===== config.mk =====
export PLATFORM = sky130hd
export DESIGN_NAME = fetch_stage_flat
export DESIGN_NICKNAME = d
export VERILOG_FILES = /design/src/rtl/riscv_pkg.sv /design/src/rtl/fetch_stage_if.sv /design/src/rtl/fetch_skid_buffer.sv /design/src/rtl/fetch_stage.sv /design/src/flat_wrapper.sv
export SDC_FILE = /design/constraint.sdc
export NUM_CORES = 1
export LEC_CHECK = 0
export ABC_CLOCK_PERIOD_IN_PS = 11500
export BUFFER_PORTS_ARGS = -buffer_cell sky130_fd_sc_hd__buf_4
export CORE_MARGIN = 2
export CORE_UTILIZATION = 54
export CTS_BUF_LIST = sky130_fd_sc_hd__clkbuf_16
export CTS_CLUSTER_SIZE = 10
export DETAILED_ROUTE_END_ITERATION = 16
export GPL_TIMING_DRIVEN = 1
export HOLD_SLACK_MARGIN = 0.05
export PLACE_DENSITY = 0.83
export SYNTH_ARGS = -nofsm -noshare
export SYNTH_HDL_FRONTEND = slang
export SYNTH_SLANG_ARGS = --single-unit

===== constraint.sdc =====
create_clock -name clk -period 11.5 [get_ports clk]
set_input_delay 2.3 -clock clk [delete_from_list [all_inputs] [get_ports clk]]
set_output_delay 2.3 -clock clk [all_outputs]
set_load 0.005 [all_outputs]

===== src/rtl/riscv_pkg.sv =====
// Shared definitions for the instruction fetch front end.
package riscv_pkg;

    localparam int unsigned XLEN = 32;

    // addi x0,x0,0 -- presented to decode whenever no instruction is valid
    localparam logic [XLEN-1:0] NOP_INSTR_DEF = 32'h0000_0013;
    localparam logic [XLEN-1:0] RESET_PC_DEF  = 32'h0000_0000;

    typedef enum logic [1:0] {
        FETCH = 2'd0,
        HOLD  = 2'd1,
        DROP  = 2'd2
    } fetch_state_t;

endpackage


===== src/rtl/fetch_stage_if.sv =====
// Instruction memory request/ready handshake.
interface fetch_stage_if;
    import riscv_pkg::*;

    logic            imem_req;
    logic [XLEN-1:0] imem_addr;
    logic [XLEN-1:0] imem_rdata;
    logic            imem_ready;

    modport master (
        output imem_req,
        output imem_addr,
        input  imem_rdata,
        input  imem_ready
    );

    modport slave (
        input  imem_req,
        input  imem_addr,
        output imem_rdata,
        output imem_ready
    );

endinterface


===== src/rtl/fetch_skid_buffer.sv =====
// One-entry {instr, pc} holding register used while decode is stalled.
module fetch_skid_buffer
    import riscv_pkg::*;
(
    input  logic            clk,
    input  logic            rst,
    input  logic            load,
    input  logic            drain,
    input  logic            flush,
    input  logic [XLEN-1:0] instr_in,
    input  logic [XLEN-1:0] pc_in,
    output logic [XLEN-1:0] instr,
    output logic [XLEN-1:0] pc,
    output logic            full
);

    // Capture a fetched word on load; drain or flush empties the entry.
    always_ff @(posedge clk or posedge rst) begin
        if (rst) begin
            full  <= 1'b0;
            instr <= '0;
            pc    <= '0;
        end else begin
            if (flush || drain) begin
                full <= 1'b0;
            end else if (load) begin
                full <= 1'b1;
            end
            if (load) begin
                instr <= instr_in;
                pc    <= pc_in;
            end
        end
    end

endmodule


===== src/rtl/fetch_stage.sv =====
// Instruction fetch stage: PC, memory request FSM and decoder output register.
module fetch_stage
    import riscv_pkg::*;
#(
    parameter logic [XLEN-1:0] RESET_PC  = RESET_PC_DEF,
    parameter logic [XLEN-1:0] NOP_INSTR = NOP_INSTR_DEF
) (
    input  logic             clk,
    input  logic             rst,
    fetch_stage_if.master    imem,
    input  logic             stall,
    input  logic             redirect,
    input  logic [XLEN-1:0]  redirect_pc,
    output logic             if_valid,
    output logic [XLEN-1:0]  if_instr,
    output logic [XLEN-1:0]  if_pc
);

    fetch_state_t    state;
    logic [XLEN-1:0] pc;
    logic [XLEN-1:0] pc_next;
    logic [XLEN-1:0] target;
    logic            req;
    logic [XLEN-1:0] addr;

    logic            ack;
    logic            consume;
    logic            slot_free;

    logic            skid_load;
    logic            skid_drain;
    logic [XLEN-1:0] skid_instr;
    logic [XLEN-1:0] skid_pc;
    logic            skid_full;

    assign imem.imem_req  = req;
    assign imem.imem_addr = addr;

    assign pc_next   = pc + 32'd4;
    assign target    = {redirect_pc[XLEN-1:2], 2'b00};
    assign ack       = req && imem.imem_ready;
    assign consume   = if_valid && !stall;
    assign slot_free = !if_valid || consume;

    assign skid_load  = (state == FETCH) && ack && !slot_free && !redirect;
    assign skid_drain = (state == HOLD) && consume && !redirect;

    fetch_skid_buffer u_skid (
        .clk      (clk),
        .rst      (rst),
        .load     (skid_load),
        .drain    (skid_drain),
        .flush    (redirect),
        .instr_in (imem.imem_rdata),
        .pc_in    (pc),
        .instr    (skid_instr),
        .pc       (skid_pc),
        .full     (skid_full)
    );

    // FSM, PC, registered request/address and decoder output register.
    always_ff @(posedge clk or posedge rst) begin
        if (rst) begin
            state    <= FETCH;
            pc       <= RESET_PC;
            req      <= 1'b0;
            addr     <= RESET_PC;
            if_valid <= 1'b0;
            if_instr <= NOP_INSTR;
            if_pc    <= '0;
        end else if (redirect) begin
            pc       <= target;
            if_valid <= 1'b0;
            if_instr <= NOP_INSTR;
            // An unanswered request (FETCH or DROP) must still complete at its
            // old address; once it has, fetching resumes at the new target.
            if ((state != HOLD) && req && !ack) begin
                state <= DROP;
            end else begin
                state <= FETCH;
                req   <= 1'b1;
                addr  <= target;
            end
        end else begin
            case (state)
                FETCH: begin
                    if (ack) begin
                        pc <= pc_next;
                        if (slot_free) begin
                            if_valid <= 1'b1;
                            if_instr <= imem.imem_rdata;
                            if_pc    <= pc;
                            addr     <= pc_next;
                        end else begin
                            state <= HOLD;
                            req   <= 1'b0;
                        end
                    end else begin
                        req  <= 1'b1;
                        addr <= pc;
                        if (consume) begin
                            if_valid <= 1'b0;
                            if_instr <= NOP_INSTR;
                        end
                    end
                end
                HOLD: begin
                    if (consume) begin
                        if_valid <= 1'b1;
                        if_instr <= skid_instr;
                        if_pc    <= skid_pc;
                        state    <= FETCH;
                        req      <= 1'b1;
                        addr     <= pc;
                    end
                end
                DROP: begin
                    if (ack) begin
                        state <= FETCH;
                        addr  <= pc;
                    end
                end
                default: begin
                    state <= FETCH;
                end
            endcase
        end
    end

endmodule


===== src/flat_wrapper.sv =====
// flat-port wrapper written by rule: the top's interface ports become plain ports
module fetch_stage_flat import riscv_pkg::*;
#(
    parameter logic [XLEN-1:0] RESET_PC  = RESET_PC_DEF,
    parameter logic [XLEN-1:0] NOP_INSTR = NOP_INSTR_DEF
)
  (clk, rst, stall, redirect, redirect_pc, if_valid, if_instr, if_pc, imem_imem_req, imem_imem_addr, imem_imem_rdata, imem_imem_ready);
  fetch_stage_if imem_i ();
  input  logic clk;
  input  logic rst;
  input  logic stall;
  input  logic redirect;
  input  logic [XLEN-1:0] redirect_pc;
  output logic if_valid;
  output logic [XLEN-1:0] if_instr;
  output logic [XLEN-1:0] if_pc;
  output wire logic [$bits(imem_i.imem_req)-1:0] imem_imem_req;
  output wire logic [$bits(imem_i.imem_addr)-1:0] imem_imem_addr;
  input wire logic [$bits(imem_i.imem_rdata)-1:0] imem_imem_rdata;
  input wire logic [$bits(imem_i.imem_ready)-1:0] imem_imem_ready;
  assign imem_imem_req = imem_i.imem_req;
  assign imem_imem_addr = imem_i.imem_addr;
  assign imem_i.imem_rdata = imem_imem_rdata;
  assign imem_i.imem_ready = imem_imem_ready;
  fetch_stage #(.RESET_PC(RESET_PC), .NOP_INSTR(NOP_INSTR)) u_core (.clk(clk), .rst(rst), .imem(imem_i), .stall(stall), .redirect(redirect), .redirect_pc(redirect_pc), .if_valid(if_valid), .if_instr(if_instr), .if_pc(if_pc));
endmodule

==> results of run 1 <==
logic make-up (layout without fill, tap and decap cells):
kind of cell / after synthesis / in the layout
simple gates: 236 / 236
flops: 189 / 189
compound gates: 180 / 180
mux: 113 / 113
buf+inv: 84 / 221
xor+xnor: 51 / 51
fa+ha+maj: 4 / 4
other cells: 1 / 2
registers in the layout, indices dropped and copies added (netlist names):
register / cells
u_core.u_skid.instr: 32
u_core.pc: 30
u_core.u_skid.pc: 30
u_core.if_valid: 1
u_core.if_pc: 30
u_core.imem.imem_addr: 31
u_core.imem.imem_req: 1
u_core.if_instr: 32
u_core.state: 2
where the power goes:
part           total, mW  internal, mW  switching, mW
clock network      0.534         0.275          0.259
registers          0.982         0.856          0.126
logic              0.510         0.281          0.229
final cells by class:
| type | count | area, um^2 |
|---|---|---|
| Clock buffer | 17 | 425.4 |
| Clock inverter | 15 | 97.59 |
| Fill cell | 1257 | 5622 |
| Inverter | 14 | 60.06 |
| Multi-Input combinational cell | 586 | 3998 |
| Sequential cell | 189 | 4733 |
| Tap cell | 220 | 275.3 |
| Timing Repair Buffer | 175 | 1314 |
worst max-delay path, stage by stage:
cell,delay [ps]
sky130_fd_sc_hd__buf_4,500
sky130_fd_sc_hd__or3_1,330
sky130_fd_sc_hd__buf_4,470
sky130_fd_sc_hd__o211ai_2,140
sky130_fd_sc_hd__buf_4,280
sky130_fd_sc_hd__nor2_1,590
sky130_fd_sc_hd__a21oi_1,150
per-layer routing:
layer	vias to the layer above	global-route usage, %	share of wire (%)
li1	3291	-	-
met1	3501	33.19	42
met2	246	39.98	49
met3	43	5.289	6.6
met4	0	10.64	2.6
met5	-	0	0
worst max path at each step:
stage | slack [ps] | to | cells past startpoint | start
final | 6990 | u_core.imem.imem_addr[31] | 7 | redirect
after CTS | 7020 | u_core.imem.imem_addr[31] | 7 | redirect
after global routing | 6830 | u_core.imem.imem_addr[15] | 7 | redirect
after floorplan | 4060 | u_core.if_instr[10] | 1 | rst
after detailed placement | 6590 | u_core.imem.imem_addr[31] | 7 | redirect
after global placement | 6640 | u_core.imem.imem_addr[11] | 7 | redirect
cells in the final DEF, fill, tap and decap left out, drive strengths merged, types with 2 or more instances in the layout:
cell type	count
a21oi	79
a221oi	3
a22oi	37
a32o	2
and2	3
and3	4
buf	175
clkbuf	17
clkinv	5
clkinvlp	5
conb	2
dfrtp	186
dfstp	3
ha	4
inv	19
mux2	74
mux2i	39
nand2	50
nand3	25
nand3b	3
nand4	23
nor2	91
nor3	15
nor3b	4
nor4	11
o21ai	34
o22ai	12
o31a	2
o31ai	3
or3	2
xnor2	14
xor2	37
per-stage QoR:
| step | setup slack (ps) | util (%) | hold slack (ps) | std cells |
|---|---|---|---|---|
| 6_report | 6990 | 65.98 | 501.1 | 1216 |
| 5_1_grt | 6825 | 65.98 | 523.7 | 1216 |
| 4_1_cts | 7023 | 65.98 | 506.4 | 1216 |
| 3_5_place_dp | 6595 | 62.82 | 486.9 | 1184 |
| 3_3_place_gp | 6644 | 62.82 | 465.7 | 1184 |
| 2_1_floorplan | 4063 | - | 472.6 | 859 |
==> run_summary.xml, run 1 <==
<?xml version="1.0" encoding="UTF-8"?>
<metrics>
  <group name="run_status">
    <metric name="outcome" unit="">finished, final reports clean</metric>
  </group>
  <group name="placed_design">
    <metric name="placement.io_buffers" unit="">162</metric>
    <metric name="place_area" unit="um^2">10380</metric>
    <metric name="dp_hpwl" unit="mm">14.65</metric>
    <metric name="place_congestion" unit="">0.8626</metric>
  </group>
  <group name="critical_path">
    <metric name="cp-start-kind" unit="">input pin</metric>
    <metric name="worstRegToRegCells" unit="">9</metric>
    <metric name="r2r_slack" unit="ps">8210</metric>
    <metric name="worstPathArrival" unit="ps">4780</metric>
    <metric name="crit_required" unit="ps">11770</metric>
    <metric name="timing.rr.end" unit="">u_core.imem.imem_addr[31]</metric>
    <metric name="crit_path_max_fanout" unit="">63</metric>
    <metric name="worst-setup-path-type" unit="">in2reg</metric>
    <metric name="timing.rr.start" unit="">u_core.state[1]</metric>
    <metric name="critPathCaptureType" unit="">flip-flop</metric>
  </group>
  <group name="synthesis">
    <metric name="distinct_cell_type_count_of_the_synthesized_netlist" unit="">52</metric>
    <metric name="asyncSetResetFlopFracSynth" unit="%">100.0</metric>
    <metric name="post_synth_mux_area_share" unit="%">13.49</metric>
    <metric name="syn-mean-instance-area" unit="um^2">10.57</metric>
    <metric name="synthAdderAreaFrac" unit="%">0.5519</metric>
    <metric name="seq_area_frac_synth" unit="%">52.19</metric>
    <metric name="synthesis.area" unit="um^2">9069</metric>
    <metric name="synth_common_cells" unit="">186 x sky130_fd_sc_hd__dfrtp_1, 91 x sky130_fd_sc_hd__nor2_1, 79 x sky130_fd_sc_hd__a21oi_1, 74 x sky130_fd_sc_hd__mux2_2, 49 x sky130_fd_sc_hd__nand2_1</metric>
    <metric name="synth_area_leaders" unit="">sky130_fd_sc_hd__dfrtp_1 51%, sky130_fd_sc_hd__mux2_2 9.2%, sky130_fd_sc_hd__a21oi_1 4.4%</metric>
    <metric name="synth_top_area_share" unit="%">51.32</metric>
    <metric name="dominantRegCellSynth" unit="">sky130_fd_sc_hd__dfrtp_1</metric>
    <metric name="ys_seq_elements" unit="">189</metric>
    <metric name="synth_edf_count" unit="">0</metric>
    <metric name="synth_compound_area_share" unit="%">11.93</metric>
    <metric name="yosys.area_share.xor_xnor" unit="%">4.925</metric>
    <metric name="synth_cells" unit="">858</metric>
    <metric name="yosys.area_share.simple" unit="%">12.65</metric>
    <metric name="total_number_of_yosys_warnings" unit="">0</metric>
    <metric name="most_used_standard_cell_by_instance_count_after_synthesis" unit="">sky130_fd_sc_hd__dfrtp_1</metric>
    <metric name="main_combinational_cell_family_by_area_after_synthesis" unit="">multiplexers</metric>
    <metric name="yosys.area.top_type" unit="">sky130_fd_sc_hd__dfrtp_1</metric>
  </group>
  <group name="worst_hold_path">
    <metric name="worst_hold_startpoint" unit="">u_core.imem.imem_addr[3]</metric>
    <metric name="hold_path_end" unit="">u_core.imem.imem_addr[3]</metric>
    <metric name="hold-path-cell-count" unit="">2</metric>
    <metric name="hp-class" unit="">reg2reg</metric>
  </group>
  <group name="routing">
    <metric name="routed_wire_length_per_instance" unit="um">17.78</metric>
    <metric name="initial_detailed_routing_violation_count" unit="">577</metric>
    <metric name="post_drt_via_cell_ratio" unit="">5.823</metric>
    <metric name="final_antenna_net_count" unit="">0</metric>
    <metric name="via_count" unit="">7081</metric>
    <metric name="first_pass_iteration_count_of_the_detailed_router" unit="">6</metric>
    <metric name="drc" unit="">0</metric>
    <metric name="routed_wl" unit="mm">21.62</metric>
  </group>
  <group name="run">
    <metric name="max_cap_violations" unit="">0</metric>
  </group>
  <group name="die">
    <metric name="boundaryPins" unit="">167</metric>
    <metric name="fp.dieArea" unit="um^2">17850</metric>
    <metric name="die_h" unit="um">133.6</metric>
    <metric name="start_util" unit="%">54.88</metric>
    <metric name="row_count" unit="">47</metric>
    <metric name="die_w" unit="um">133.6</metric>
    <metric name="core_area" unit="um^2">16520</metric>
  </group>
  <group name="cells_and_area">
    <metric name="drive_above_1_share" unit="%">29.62</metric>
    <metric name="diodes" unit="">0</metric>
    <metric name="fin_nets" unit="">1056</metric>
    <metric name="fin_area" unit="um^2">10900</metric>
    <metric name="areaGrowthSynthToFinish" unit="%">20.23</metric>
  </group>
  <group name="sta">
    <metric name="timing.slew.headroom" unit="%">28.96</metric>
    <metric name="drv_slew" unit="">0</metric>
    <metric name="timing.clock.skew" unit="ps">8.966</metric>
    <metric name="setup_total_negative_slack" unit="ps">0</metric>
    <metric name="finalCriticalPeriod" unit="ps">4510</metric>
    <metric name="measured_slew_at_the_worst_slew_check_pin" unit="ps">1060</metric>
    <metric name="finalCritPeriodShare" unit="%">39.22</metric>
    <metric name="max_freq" unit="MHz">221.7</metric>
    <metric name="rsz0062_at_grt" unit="">no</metric>
    <metric name="timing_hold_violations_final" unit="">0</metric>
    <metric name="report.final.setup_viol" unit="">0</metric>
  </group>
  <group name="cts">
    <metric name="clockBufferDepth" unit="">2</metric>
    <metric name="cts-root-buf" unit="">sky130_fd_sc_hd__clkbuf_16</metric>
    <metric name="number_of_buffers_created_by_cts" unit="">17</metric>
    <metric name="cts_repair_resize_count" unit="">0</metric>
    <metric name="h-tree-depth" unit="">4</metric>
    <metric name="cts.reportedPaths.clkPinSlew" unit="ps">70</metric>
    <metric name="clk-insertion-delay-late" unit="ps">430</metric>
    <metric name="postCtsSetupBuffers" unit="">0</metric>
    <metric name="clock_tree_from_tritoncts" unit="">yes</metric>
    <metric name="ctsHoldBuffers" unit="">0</metric>
    <metric name="cts.sinks" unit="">189</metric>
  </group>
  <group name="global_routing">
    <metric name="pin_count_of_the_biggest_net_entering_global_routing" unit="">115</metric>
    <metric name="grt_antenna_before_repair" unit="">0</metric>
    <metric name="grt_pass1_vias" unit="">7000</metric>
    <metric name="gr-total-overflow" unit="">0</metric>
    <metric name="first_pass_grt_wire_length" unit="mm">35.23</metric>
    <metric name="grtUsageTotal" unit="%">24.95</metric>
  </group>
  <group name="power">
    <metric name="leakagePower" unit="nW">4.751</metric>
    <metric name="vdd_drop_max" unit="uV">94.39</metric>
    <metric name="cellPowerDensity" unit="nW/um^2">185.8</metric>
    <metric name="total_power" unit="mW">2.026</metric>
  </group>
</metrics>
(Power assumes the default switching activity.)
==> run 2: changes to the inputs <==
- ABC_CLOCK_PERIOD_IN_PS: 11500 -> 3800
- CORE_UTILIZATION: 54 -> 51
- PLACE_DENSITY: 0.83 -> 0.82
- clock period: 11.5 -> 3.8 ns (I/O delays scaled with it)
==> run_summary.xml, run 2 (same netlist as run 1, synthesis figures left out) <==
<?xml version="1.0" encoding="UTF-8"?>
<metrics>
  <group name="cts">
    <metric name="clock_tree_from_tritoncts" unit="">yes</metric>
    <metric name="number_of_buffers_created_by_cts" unit="">17</metric>
    <metric name="clk-insertion-delay-late" unit="ps">440</metric>
    <metric name="postCtsSetupBuffers" unit="">0</metric>
    <metric name="clockBufferDepth" unit="">2</metric>
    <metric name="cts-root-buf" unit="">sky130_fd_sc_hd__clkbuf_16</metric>
    <metric name="cts.sinks" unit="">189</metric>
    <metric name="h-tree-depth" unit="">4</metric>
    <metric name="cts_repair_resize_count" unit="">0</metric>
    <metric name="cts.reportedPaths.clkPinSlew" unit="ps">70</metric>
    <metric name="ctsHoldBuffers" unit="">0</metric>
  </group>
  <group name="global_routing">
    <metric name="first_pass_grt_wire_length" unit="mm">35.24</metric>
    <metric name="grt_antenna_before_repair" unit="">0</metric>
    <metric name="grt_pass1_vias" unit="">6991</metric>
    <metric name="pin_count_of_the_biggest_net_entering_global_routing" unit="">73</metric>
    <metric name="gr-total-overflow" unit="">0</metric>
    <metric name="grtUsageTotal" unit="%">24.00</metric>
  </group>
  <group name="die">
    <metric name="die_w" unit="um">137.4</metric>
    <metric name="core_area" unit="um^2">17360</metric>
    <metric name="boundaryPins" unit="">167</metric>
    <metric name="row_count" unit="">48</metric>
    <metric name="start_util" unit="%">52.25</metric>
    <metric name="fp.dieArea" unit="um^2">18870</metric>
    <metric name="die_h" unit="um">137.4</metric>
  </group>
  <group name="routing">
    <metric name="post_drt_via_cell_ratio" unit="">5.744</metric>
    <metric name="via_count" unit="">7048</metric>
    <metric name="initial_detailed_routing_violation_count" unit="">575</metric>
    <metric name="routed_wire_length_per_instance" unit="um">17.91</metric>
    <metric name="routed_wl" unit="mm">21.97</metric>
    <metric name="first_pass_iteration_count_of_the_detailed_router" unit="">5</metric>
    <metric name="drc" unit="">0</metric>
    <metric name="final_antenna_net_count" unit="">0</metric>
  </group>
  <group name="power">
    <metric name="total_power" unit="mW">6.358</metric>
    <metric name="leakagePower" unit="nW">4.824</metric>
    <metric name="vdd_drop_max" unit="uV">336.2</metric>
    <metric name="cellPowerDensity" unit="nW/um^2">575.9</metric>
  </group>
  <group name="critical_path">
    <metric name="cell_chain_of_the_critical_path" unit="">inv_1 &gt; ha_1 &gt; nand3_2 &gt; nor3_1 &gt; buf_4 &gt; nand3_1 &gt; nor3b_1 &gt; a221oi_1</metric>
    <metric name="worstRegToRegCells" unit="">8</metric>
    <metric name="timing.critical_path.slowest_cell_delay" unit="ps">650</metric>
    <metric name="crit_required" unit="ps">4080</metric>
    <metric name="critPathCaptureType" unit="">flip-flop</metric>
    <metric name="timing.rr.start" unit="">u_core.state[0]</metric>
    <metric name="cp-start-kind" unit="">flip-flop</metric>
    <metric name="crit_path_max_fanout" unit="">15</metric>
    <metric name="timing.critical_path.buf_inv" unit="">2</metric>
    <metric name="largest_delay_share_family_worst_path" unit="">simple AND/OR/NAND/NOR gates</metric>
    <metric name="r2r_slack" unit="ps">1020</metric>
    <metric name="worstPathArrival" unit="ps">3060</metric>
    <metric name="worst-setup-path-type" unit="">reg2reg</metric>
    <metric name="timing.rr.end" unit="">u_core.pc[21]</metric>
    <metric name="critical_path_slowest_stage_cell" unit="">sky130_fd_sc_hd__nor3_1</metric>
  </group>
  <group name="sta">
    <metric name="max_freq" unit="MHz">359.8</metric>
    <metric name="timing.clock.skew" unit="ps">11.88</metric>
    <metric name="finalCriticalPeriod" unit="ps">2779</metric>
    <metric name="timing_hold_violations_final" unit="">0</metric>
    <metric name="timing.final.ws_setup" unit="ps">1021</metric>
    <metric name="drv_slew" unit="">0</metric>
    <metric name="finalCritPeriodShare" unit="%">73.13</metric>
    <metric name="timing.slew.headroom" unit="%">34.45</metric>
    <metric name="rsz0062_at_grt" unit="">no</metric>
    <metric name="measured_slew_at_the_worst_slew_check_pin" unit="ps">979.6</metric>
    <metric name="report.final.setup_viol" unit="">0</metric>
    <metric name="setup_total_negative_slack" unit="ps">0</metric>
  </group>
  <group name="cells_and_area">
    <metric name="fin_nets" unit="">1062</metric>
    <metric name="drive_above_1_share" unit="%">30.44</metric>
    <metric name="areaGrowthSynthToFinish" unit="%">21.74</metric>
    <metric name="layout.cells.most_common" unit="">sky130_fd_sc_hd__dfrtp_1</metric>
    <metric name="diodes" unit="">0</metric>
    <metric name="layout.core_utilization" unit="%">63.61</metric>
    <metric name="leading_cell_types_in_the_layout_fill_and_taps_excluded" unit="">186 x sky130_fd_sc_hd__dfrtp_1, 180 x sky130_fd_sc_hd__buf_4, 90 x sky130_fd_sc_hd__nor2_1</metric>
  </group>
  <group name="placed_design">
    <metric name="dp_slack" unit="ps">903.9</metric>
    <metric name="dp_hpwl" unit="mm">14.93</metric>
    <metric name="place_congestion" unit="">0.8768</metric>
    <metric name="placement.io_buffers" unit="">162</metric>
  </group>
  <group name="worst_hold_path">
    <metric name="hp-class" unit="">in2async</metric>
  </group>
  <group name="run">
    <metric name="max_cap_violations" unit="">0</metric>
  </group>
  <group name="run_status">
    <metric name="outcome" unit="">finished, final reports clean</metric>
  </group>
</metrics>
## run 2: power breakdown
| part | switching, mW | total, mW | internal (mW) |
|---|---|---|---|
| sequential | 0.380 | 2.97 | 2.59 |
| clock | 0.835 | 1.83 | 0.995 |
| combinational | 0.698 | 1.56 | 0.860 |
| total | 1.91 | 6.36 | 4.45 |
## run 2: worst max path at each step
stage                               start                         to  cells after the start
after floorplan                       rst        u_core.if_instr[10]                      1
after global placement           redirect  u_core.imem.imem_addr[14]                      6
after detailed placement         redirect  u_core.imem.imem_addr[14]                      6
after CTS                 u_core.state[0]  u_core.imem.imem_addr[23]                      8
after global routing      u_core.state[0]              u_core.pc[23]                      8
final                     u_core.state[0]              u_core.pc[21]                      8
## run 2: through the flow
stage	instances	area (um^2)	hold slack, ps
2_1_floorplan	859	9076	472.6
3_3_place_gp	1195	10440	470.8
3_5_place_dp	1195	10440	474.5
4_1_cts	1227	11040	494.8
5_1_grt	1227	11040	516.0
6_report	1227	11040	483.6
## run 2: layer usage
layer | global-route usage [%] | vias to the layer above | wire (um)
met5 | 0 | - | 0
met4 | 8.362 | 0 | 516
met3 | 6.696 | 33 | 1441
met2 | 39.03 | 229 | 10710
met1 | 30.89 | 3468 | 9302
li1 | - | 3318 | -
## run 2: cell type report
type	instances	area (um^2)
multi-input cells	586	3998
well taps	225	281.5
clock inverters	15	175.2
inverters	14	56.30
fillers	1372	6316
flip-flops and latches	189	4733
clock buffers	17	425.4
repair buffers	181	1371
